`config.mk`:
```
export PLATFORM = sky130hd
export DESIGN_NAME = count_readout
export DESIGN_NICKNAME = d
export VERILOG_FILES = /design/src/rtl/count_readout.sv
export SDC_FILE = /design/constraint.sdc
export NUM_CORES = 1
export LEC_CHECK = 0
export CAP_MARGIN = 20
export CORE_UTILIZATION = 40
export CTS_BUF_LIST = sky130_fd_sc_hd__clkbuf_8
export CTS_CLUSTER_DIAMETER = 50
export DETAILED_ROUTE_END_ITERATION = 12
export MAX_ROUTING_LAYER = met4
export PLACE_DENSITY = 0.66
export SLEW_MARGIN = 40
export SYNTH_ARGS = -nofsm -noshare
export SYNTH_HDL_FRONTEND = slang
export SYNTH_SLANG_ARGS = --single-unit
```
`constraint.sdc`:
```
create_clock -name Clk -period 2.1 [get_ports Clk]
set_input_delay 0.42 -clock Clk [delete_from_list [all_inputs] [get_ports Clk]]
set_output_delay 0.42 -clock Clk [all_outputs]
set_load 0.02 [all_outputs]
```
`src/rtl/count_readout.sv`:
```
// Readout stage behind the coincidence detector: snapshots the counters when the
// acquisition window closes, streams them as a valid/ready frame, then requests a restart.
module count_readout #(
   parameter  int unsigned NCHAN  = 4,
   parameter  int unsigned NBITS  = 4,
   parameter  int unsigned FBITS  = 8,
   localparam int unsigned NPAIRS = NCHAN * (NCHAN - 1) / 2,
   localparam int unsigned NWORDS = 1 + NCHAN + NPAIRS,
   localparam int unsigned IBITS  = $clog2(NWORDS)
) (
   input  logic             Clk,
   input  logic             Rst_n,
   input  logic             Enable_i,
   input  logic [NBITS-1:0] nCycles_i,
   input  logic [NBITS-1:0] Cnt_Clk,
   input  logic [NBITS-1:0] Cnt_chann [NCHAN],
   input  logic [NBITS-1:0] Cnt_pairs [NPAIRS],
   output logic [NBITS-1:0] Data_o,
   output logic [IBITS-1:0] Index_o,
   output logic             Valid_o,
   input  logic             Ready_i,
   output logic             Last_o,
   output logic [FBITS-1:0] Frame_o,
   output logic             Restart_o,
   output logic             Busy_o
);

   typedef enum logic [1:0] {
      S_IDLE,
      S_ARMED,
      S_SEND,
      S_RESTART
   } state_t;

   state_t           state_q, state_d;
   logic [NBITS-1:0] snap_q [NWORDS];
   logic [NBITS-1:0] snap_d [NWORDS];
   logic [NBITS-1:0] data_q, data_d;
   logic [IBITS-1:0] index_q, index_d;
   logic             valid_q, valid_d;
   logic             last_q, last_d;
   logic [FBITS-1:0] frame_q, frame_d;
   logic             restart_q, restart_d;
   logic             busy_q, busy_d;

   logic             done_c;
   logic [IBITS-1:0] next_idx_c;

   assign done_c     = Enable_i && (Cnt_Clk == nCycles_i);
   assign next_idx_c = index_q + IBITS'(1);

   // Next-state and registered-output logic; live counters are only read in ARMED/RESTART.
   always_comb begin
      state_d   = state_q;
      snap_d    = snap_q;
      data_d    = data_q;
      index_d   = index_q;
      valid_d   = valid_q;
      last_d    = last_q;
      frame_d   = frame_q;
      restart_d = restart_q;
      busy_d    = busy_q;

      case (state_q)
         S_IDLE: begin
            if (Enable_i) begin
               state_d = S_ARMED;
            end
         end

         S_ARMED: begin
            if (!Enable_i) begin
               state_d = S_IDLE;
            end else if (done_c) begin
               snap_d[0] = Cnt_Clk;
               for (int unsigned i = 0; i < NCHAN; i++) begin
                  snap_d[1 + i] = Cnt_chann[i];
               end
               for (int unsigned p = 0; p < NPAIRS; p++) begin
                  snap_d[1 + NCHAN + p] = Cnt_pairs[p];
               end
               data_d  = Cnt_Clk;
               index_d = '0;
               last_d  = (NWORDS == 1);
               valid_d = 1'b1;
               busy_d  = 1'b1;
               state_d = S_SEND;
            end
         end

         S_SEND: begin
            if (valid_q && Ready_i) begin
               if (last_q) begin
                  valid_d   = 1'b0;
                  last_d    = 1'b0;
                  frame_d   = frame_q + FBITS'(1);
                  restart_d = 1'b1;
                  state_d   = S_RESTART;
               end else begin
                  index_d = next_idx_c;
                  data_d  = snap_q[next_idx_c];
                  last_d  = (next_idx_c == IBITS'(NWORDS - 1));
               end
            end
         end

         S_RESTART: begin
            // Hold the restart request until the detector shows a cleared clock counter.
            if (Cnt_Clk == '0) begin
               restart_d = 1'b0;
               busy_d    = 1'b0;
               state_d   = Enable_i ? S_ARMED : S_IDLE;
            end
         end

         default: begin
            state_d = S_IDLE;
         end
      endcase
   end

   // State and output registers.
   always_ff @(posedge Clk or negedge Rst_n) begin
      if (!Rst_n) begin
         state_q   <= S_IDLE;
         data_q    <= '0;
         index_q   <= '0;
         valid_q   <= 1'b0;
         last_q    <= 1'b0;
         frame_q   <= '0;
         restart_q <= 1'b0;
         busy_q    <= 1'b0;
         for (int unsigned w = 0; w < NWORDS; w++) begin
            snap_q[w] <= '0;
         end
      end else begin
         state_q   <= state_d;
         data_q    <= data_d;
         index_q   <= index_d;
         valid_q   <= valid_d;
         last_q    <= last_d;
         frame_q   <= frame_d;
         restart_q <= restart_d;
         busy_q    <= busy_d;
         for (int unsigned w = 0; w < NWORDS; w++) begin
            snap_q[w] <= snap_d[w];
         end
      end
   end

   assign Data_o    = data_q;
   assign Index_o   = index_q;
   assign Valid_o   = valid_q;
   assign Last_o    = last_q;
   assign Frame_o   = frame_q;
   assign Restart_o = restart_q;
   assign Busy_o    = busy_q;

endmodule

```
==> impl_summary.log, run 1 <==
INFO  metric drive_above_1_share = between 20% and 30%
INFO  metric min-delay-start = Frame_o[7]
INFO  metric async_flop_share = 100%
INFO  metric routed_via_density = 5.15
INFO  metric finalInstanceArea = around 4400 um2
INFO  metric cap_violations = 0
INFO  metric count_of_buffers_inserted_at_the_top_level_ports = around 70
INFO  metric synth_edf_count = 0
INFO  metric design_power_total = around 5000 uW
INFO  metric min_period = 2.02 ns
INFO  metric gp_congestion = 0.739
INFO  metric clkSinkCount = 66
INFO  metric post_layout_nonfiller_instances = approximately 460
INFO  metric antenna_left = 0
INFO  metric dr_total_vias = approximately 2400
INFO  metric synthFlopType = sky130_fd_sc_hd__dfrtp_1
INFO  metric cts.path.max_buffers = 2
INFO  metric start_util = about two fifths
INFO  metric synth.cell_area = between 3000 and 4000 um2
INFO  metric synth_to_final_area_change = 38.4%
INFO  metric yosys.cell_count.top_type = sky130_fd_sc_hd__dfrtp_1
INFO  metric critPathKind = flip-flop to flip-flop
INFO  metric setup_viol_count_final = 0
INFO  metric yosysTopAreaCellShare = a little over half
INFO  metric fillers = slightly below 700
INFO  metric holdPathEnd = Frame_o[7]
INFO  metric core_region_area = about 7700 um2
INFO  metric power_per_cell_area = around 1200 nW/um2
INFO  metric grtUsageTotal = between 10% and 20%
INFO  metric count_of_unresolved_drc_violations_after_routing = 0
INFO  metric tightestPinTransition = 0.415 ns
INFO  metric cts_root_buf = sky130_fd_sc_hd__clkbuf_8
INFO  metric r2r_cells = 8
INFO  metric totalNegativeSetupSlack = 0 ns
INFO  metric final-hold-violation-count = 0
INFO  metric fmax = 0.494 GHz
INFO  metric detailedRoute.firstPassIterationCount = 4
INFO  metric die_height = 90.9 um
INFO  metric tritoncts = done
INFO  metric netlist.top_cell.by_area = sky130_fd_sc_hd__dfrtp_1
INFO  metric cts.htree.levels = 3
INFO  metric worst_hold_path_type = flip-flop to flip-flop
INFO  metric worst_setup_path_start_kind = flip-flop
INFO  metric area_of_combinational_cells_with_multiple_inputs = 1420 um2
INFO  metric cellLeakagePower = a little under 0.002 uW
INFO  metric global_route_wire_length_before_repair = ~12000 um
INFO  metric worst_clock_skew = 0.00631 ns
INFO  metric worst_r2r_endpoint = Data_o[1]
INFO  metric timing.slew.headroom = slightly above 70%
INFO  metric regToRegSetupSlack = between 0.07 and 0.08 ns
INFO  metric die_w = a little over 90 um
INFO  metric wl_per_cell = roughly 15 um
INFO  metric total_overflow_reported_by_the_global_router = 0
INFO  metric wirelength = between 7000 and 8000 um
INFO  metric synth.ff_latch_count = 66
INFO  metric grt_setup_unrepaired = true
INFO  metric worst_r2r_src = Index_o[1]
INFO  metric final_min_period_over_clock_period = a little over nine tenths
INFO  metric synth_commonest_cells = sky130_fd_sc_hd__dfrtp_1, sky130_fd_sc_hd__mux2_2, sky130_fd_sc_hd__nand2_1, sky130_fd_sc_hd__mux2i_1
INFO  metric worst_setup_hold_path_clk_slew = around 0.08 ns
INFO  metric layout.nets = 410
INFO  metric die_area = 8270 um2
INFO  metric syn_nets = 317
INFO  metric path_max_fanout = 16
INFO  metric yosysWarningCount = 0
INFO  metric seqCellArea = 1650 um2
INFO  metric number_of_global_route_vias_before_repair = 2408
INFO  metric dp_hpwl = roughly 5000 um
INFO  metric insertion_delay = ~0.35 ns
INFO  metric num_rows = 32
INFO  metric antenna_found_initial = 0
INFO  metric cts-buffers-inserted = 9
INFO  metric final_hold_slack = 0.479 ns
INFO  metric vdd_ir_drop_max = roughly 0.00048 V
INFO  metric number_of_cells_after_detailed_placement = roughly 440
INFO  metric num_io_pins = 72
INFO  metric post_synth_main_area_contributors = sky130_fd_sc_hd__dfrtp_1, sky130_fd_sc_hd__mux2_2, sky130_fd_sc_hd__mux2i_1
INFO  metric status = completed
INFO  metric synth_area_per_cell = roughly 12 um2
INFO  metric diodes = 0
INFO  metric dr.first_iter.drc_count = around 100
INFO  metric timing.critical_path.required = between 2 and 2.5 ns
INFO  metric slew_violations = 0
INFO  metric cp.arrival = between 2 and 2.5 ns
INFO  metric number_of_cells_produced_by_synthesis = ~260
INFO  metric min_path_cells = 1
INFO  metric synthDistinctLibCells = 38
INFO  metric grt_start_max_net_pins = 53
INFO  metric placed_cell_area = 4120 um2
INFO  metric kind_of_end_point_of_the_critical_path = flip-flop
INFO  metric seq_area_frac_synth = roughly 52%
## critical path: stages, from the launching register on
cell,delay (ns)
sky130_fd_sc_hd__dfrtp_1,0.40
sky130_fd_sc_hd__inv_1,0.06
sky130_fd_sc_hd__ha_2,0.39
sky130_fd_sc_hd__buf_12,0.17
sky130_fd_sc_hd__mux2i_1,0.09
sky130_fd_sc_hd__a221oi_1,0.29
sky130_fd_sc_hd__a21o_1,0.20
sky130_fd_sc_hd__a31oi_1,0.06
sky130_fd_sc_hd__o31ai_1,0.25
## state kept, by name, summed over array words and instances, names as in the netlist, named ones only
register	count
Busy_o	1
Restart_o	1
snap_q	44
Valid_o	1
Index_o	4
Frame_o	8
Data_o	4
state_q	1
Last_o	1
## cell type report
cell class | count | area share [%]
inverter | 2 | 0.171
multi-input combinational | 180 | 32.5
clock buffer | 9 | 2.83
tap | 102 | 2.91
sequential | 66 | 37.7
clock inverter | 7 | 1.60
timing repair buffer | 96 | 22.3
## metal layers
layer / vias to the layer above / global-route usage [%] / share of wire (%)
met5: - / - / 0
met1: 1174 / 23.9 / 45
met2: 52 / 30.2 / 50
li1: 1147 / - / -
met3: 8 / 4.69 / 3.8
met4: 0 / 5.95 / 1.4
## where the power goes
| part | internal (uW) | total [uW] | switching [uW] |
|---|---|---|---|
| Sequential | 1760 | 2060 | 295 |
| Clock | 546 | 1080 | 534 |
| Combinational | 1070 | 1960 | 887 |
## cell families after synthesis
kind of cell             Yosys count  synth area share (%)
multiplexers                      59                  20.4
buffers and inverters             16                  3.28
XOR/XNOR                          14                  3.88
flip-flops                        66                  52.2
AO/OA/AOI/OAI                     48                  10.1
adder cells (fa/ha/maj)            3                  1.19
AND/OR/NAND/NOR                   56                  8.94
## stage by stage
step	util [%]	worst slack, ns
final	57.0	0.0752
after global routing	57.0	-0.0373
after CTS	56.3	0.0114
after detailed placement	53.6	-0.00904
after global placement	53.6	0.0357
after floorplan	-	0.0573
## how the worst max path moves through the flow
stage | from | endpoint | slack, ns | cells after the start
floorplan | Index_o[1] | Data_o[2] | 0.06 | 9
global placement | Cnt_Clk[1] | snap_q[24] | 0.04 | 6
detailed placement | Cnt_Clk[1] | snap_q[42] | -0.009 | 6
CTS | Index_o[1] | Data_o[1] | 0.01 | 8
global route | Index_o[1] | Data_o[2] | -0.04 | 8
finish | Index_o[1] | Data_o[1] | 0.08 | 8
## cell usage in the layout, fill, tap and decap left out, types with 6 or more instances in the layout
cell type / netlist / final
sky130_fd_sc_hd__clkbuf_8: 0 / 9
sky130_fd_sc_hd__nand2_1: 20 / 19
sky130_fd_sc_hd__mux2i_1: 14 / 14
sky130_fd_sc_hd__dfrtp_1: 66 / 66
sky130_fd_sc_hd__o21ai_0: 7 / 6
sky130_fd_sc_hd__nor2_1: 6 / 6
sky130_fd_sc_hd__buf_4: 1 / 18
sky130_fd_sc_hd__a31oi_1: 10 / 10
sky130_fd_sc_hd__a21oi_1: 10 / 10
sky130_fd_sc_hd__xor2_1: 7 / 7
sky130_fd_sc_hd__mux2_2: 43 / 43
sky130_fd_sc_hd__nor2b_1: 7 / 7
sky130_fd_sc_hd__xnor2_1: 7 / 7
sky130_fd_sc_hd__nand3_1: 9 / 9
sky130_fd_sc_hd__clkdlybuf4s50_1: 0 / 70
## timing repair
action                                  CTS  global route
hold buffers                              1             0
endpoints found under the setup margin    0             3
setup buffers                             0             2
hold endpoints to repair                 14             0
gates resized for setup                   0             6
(Power assumes the default switching activity.)
==> run 2, diff against run 1 <==
GPL_TIMING_DRIVEN = 0   (was not set)
PLACE_DENSITY = 0.65   (was 0.66)
clock period = 2.5 ns   (was 2.1 ns; I/O delays follow)
==> impl_summary.log, run 2 (synthesis results as in run 1) <==
INFO  metric status = completed (unchanged)
INFO  metric cts_root_buf = sky130_fd_sc_hd__clkbuf_8 (unchanged)
INFO  metric count_of_buffers_inserted_at_the_top_level_ports = 71 (unchanged)
INFO  metric clkSinkCount = 66 (unchanged)
INFO  metric grtUsageTotal = 19.3% (was 19.0%)
INFO  metric final_min_period_over_clock_period = 89.9% (was 96.4%)
INFO  metric mostFrequentLayoutCell = sky130_fd_sc_hd__clkdlybuf4s50_1 (unchanged)
INFO  metric most-common-layout-cells = sky130_fd_sc_hd__clkdlybuf4s50_1, sky130_fd_sc_hd__dfrtp_1, sky130_fd_sc_hd__mux2_2, sky130_fd_sc_hd__nand2_1, sky130_fd_sc_hd__mux2i_1 (was sky130_fd_sc_hd__clkdlybuf4s50_1, sky130_fd_sc_hd__dfrtp_1, sky130_fd_sc_hd__mux2_2, sky130_fd_sc_hd__nand2_1, sky130_fd_sc_hd__buf_4)
INFO  metric fmax = 0.445 GHz (was 0.494 GHz)
INFO  metric cts.htree.levels = 3 (unchanged)
INFO  metric cellLeakagePower = 0.00193 uW (was 0.00199 uW)
INFO  metric die_area = 8270 um2 (unchanged)
INFO  metric hold_buffers = 0 (was 1)
INFO  metric cts-buffers-inserted = 9 (unchanged)
INFO  metric dp_hpwl = 5190 um (was 4940 um)
INFO  metric registers.top_by_ff_count = snap_q (unchanged)
INFO  metric timing.slew.headroom = 52.7% (was 71.6%)
INFO  metric critPathKind = flip-flop to flip-flop (unchanged)
INFO  metric slew_violations = 0 (unchanged)
INFO  metric largest_register_ff_count = 44 (unchanged)
INFO  metric worst_setup_hold_path_clk_slew = 0.07 ns (was 0.08 ns)
INFO  metric netSwitchingPower = 1380 uW (was 1720 uW)
INFO  metric worst_hold_path_type = input port to asynchronous set/reset pin (was flip-flop to flip-flop)
INFO  metric placed_cell_area = 4020 um2 (was 4120 um2)
INFO  metric gp_congestion = 0.782 (was 0.739)
INFO  metric cp.arrival = 2.47 ns (was 2.27 ns)
INFO  metric post_layout_nonfiller_instances = 451 (was 462)
INFO  metric num_rows = 32 (unchanged)
INFO  metric die_height = 90.9 um (unchanged)
INFO  metric num_io_pins = 72 (unchanged)
INFO  metric cts_setup_buffers = 0 (unchanged)
INFO  metric power_per_cell_area = 1030 nW/um2 (was 1160 nW/um2)
INFO  metric tightestPinTransition = 0.704 ns (was 0.415 ns)
INFO  metric routed_via_density = 5.19 (was 5.15)
INFO  metric number_of_global_route_vias_before_repair = 2326 (was 2408)
INFO  metric seq_power_share = 39.5% (was 40.4%)
INFO  metric layout.nets = 399 (was 410)
INFO  metric synth_to_final_area_change = 35.4% (was 38.4%)
INFO  metric diodes = 0 (unchanged)
INFO  metric dr_total_vias = 2341 (was 2381)
INFO  metric vdd_ir_drop_max = 0.000452 V (was 0.000483 V)
INFO  metric detailedRoute.firstPassIterationCount = 6 (was 4)
INFO  metric min_period = 2.25 ns (was 2.02 ns)
INFO  metric grt_start_max_net_pins = 37 (was 53)
INFO  metric grt_setup_unrepaired = false (was true)
INFO  metric insertion_delay = 0.34 ns (was 0.35 ns)
INFO  metric start_util = 41.2% (unchanged)
INFO  metric dr.first_iter.drc_count = 89 (was 98)
INFO  metric totalNegativeSetupSlack = 0 ns (unchanged)
INFO  metric final-hold-violation-count = 0 (unchanged)
INFO  metric count_of_unresolved_drc_violations_after_routing = 0 (unchanged)
INFO  metric setup_viol_count_final = 0 (unchanged)
INFO  metric cts_resized = 0 (unchanged)
INFO  metric power.share.switching = 31.4% (was 33.7%)
INFO  metric wl_per_cell = 15.6 um (was 15.4 um)
INFO  metric worst_clock_skew = 0.00576 ns (was 0.00631 ns)
INFO  metric timing.critical_path.required = 2.72 ns (was 2.35 ns)
INFO  metric kind_of_end_point_of_the_critical_path = flip-flop (unchanged)
INFO  metric global_route_wire_length_before_repair = 11800 um (about the same)
INFO  metric die_w = 90.9 um (unchanged)
INFO  metric worst_setup_path_start_kind = flip-flop (unchanged)
INFO  metric number_of_cells_after_detailed_placement = 436 (was 442)
INFO  metric path_max_fanout = 19 (was 16)
INFO  metric antenna_found_initial = 0 (unchanged)
INFO  metric cap_violations = 0 (unchanged)
INFO  metric design_power_total = 4400 uW (was 5100 uW)
INFO  metric wirelength = 7030 um (was 7140 um)
INFO  metric internal-power = 3010 uW (was 3380 uW)
INFO  metric tritoncts = done (unchanged)
INFO  metric drive_above_1_share = 21.5% (was 24.4%)
INFO  metric finalInstanceArea = 4280 um2 (was 4380 um2)
INFO  metric power.share.combinational = 33.5% (was 38.4%)
INFO  metric core_region_area = 7690 um2 (unchanged)
INFO  metric antenna_left = 0 (unchanged)
INFO  metric share_clk_of_total_power = 27.0% (was 21.2%)
INFO  metric total_overflow_reported_by_the_global_router = 0 (unchanged)
INFO  metric cts.path.max_buffers = 2 (unchanged)
INFO  metric final_hold_slack = 0.0232 ns (was 0.479 ns)
==> run 2: routing by layer <==
| metal | wire [um] | up-vias | track usage, % |
|---|---|---|---|
| met5 | 0 | - | - |
| met4 | 126 | 0 | 6.88 |
| met3 | 270 | 12 | 4.44 |
| met2 | 3460 | 54 | 30.5 |
| met1 | 3170 | 1152 | 24.3 |
| li1 | - | 1123 | - |
==> run 2: power by group through the flow <==
| stage | sequential [uW] | combinational, uW | clock (uW) |
|---|---|---|---|
| finish | 1740 | 1470 | 1190 |
| global route | 1790 | 1620 | 1270 |
| CTS | 1730 | 1510 | 1210 |
| detailed placement | 1750 | 1500 | 0 |
| global placement | 1730 | 1470 | 0 |
| floorplan | 1740 | 982 | 0 |
==> run 2: critical path, stage by stage (launching register included) <==
cell and delay, ns:
sky130_fd_sc_hd__dfrtp_1 0.44, sky130_fd_sc_hd__inv_1 0.07, sky130_fd_sc_hd__ha_1 0.35, sky130_fd_sc_hd__buf_4 0.32, sky130_fd_sc_hd__nor2b_1 0.08, sky130_fd_sc_hd__a2111oi_0 0.38
sky130_fd_sc_hd__a31oi_1 0.11, sky130_fd_sc_hd__a31oi_1 0.27, sky130_fd_sc_hd__o31ai_1 0.11
==> run 2: worst paths after layout <==
kind / cells after the start / endpoint / slack, ns / startpoint
setup reg to reg: 8 / Data_o[0] / 0.25 / Index_o[1]
min in group Clk: 1 / Frame_o[7] / 0.47 / Frame_o[7]
max in group asynchronous: 2 / Data_o[0] / 2.00 / Rst_n
setup / recovery: 8 / Data_o[0] / 0.25 / Index_o[1]
hold reg to reg: 1 / Frame_o[7] / 0.47 / Frame_o[7]
hold / removal: 1 / snap_q[16] / 0.02 / Rst_n
==> run 2: final cells by class <==
cell class,count,area [um2]
repair buffers,72,732
well taps,102,128
flip-flops and latches,66,1650
fillers,695,3400
multi-input cells,180,1410
clock inverters,7,141
inverters,2,7.51
plain buffers,13,91.3
clock buffers,9,124
==> run 2: per-stage QoR <==
step | setup slack (ns) | utilization (%)
global route | 0.0264 | 55.7
detailed placement | 0.0963 | 52.3
floorplan | 0.457 | -
CTS | 0.132 | 55.8
global placement | -1.31 | 52.1
finish | 0.254 | 55.7
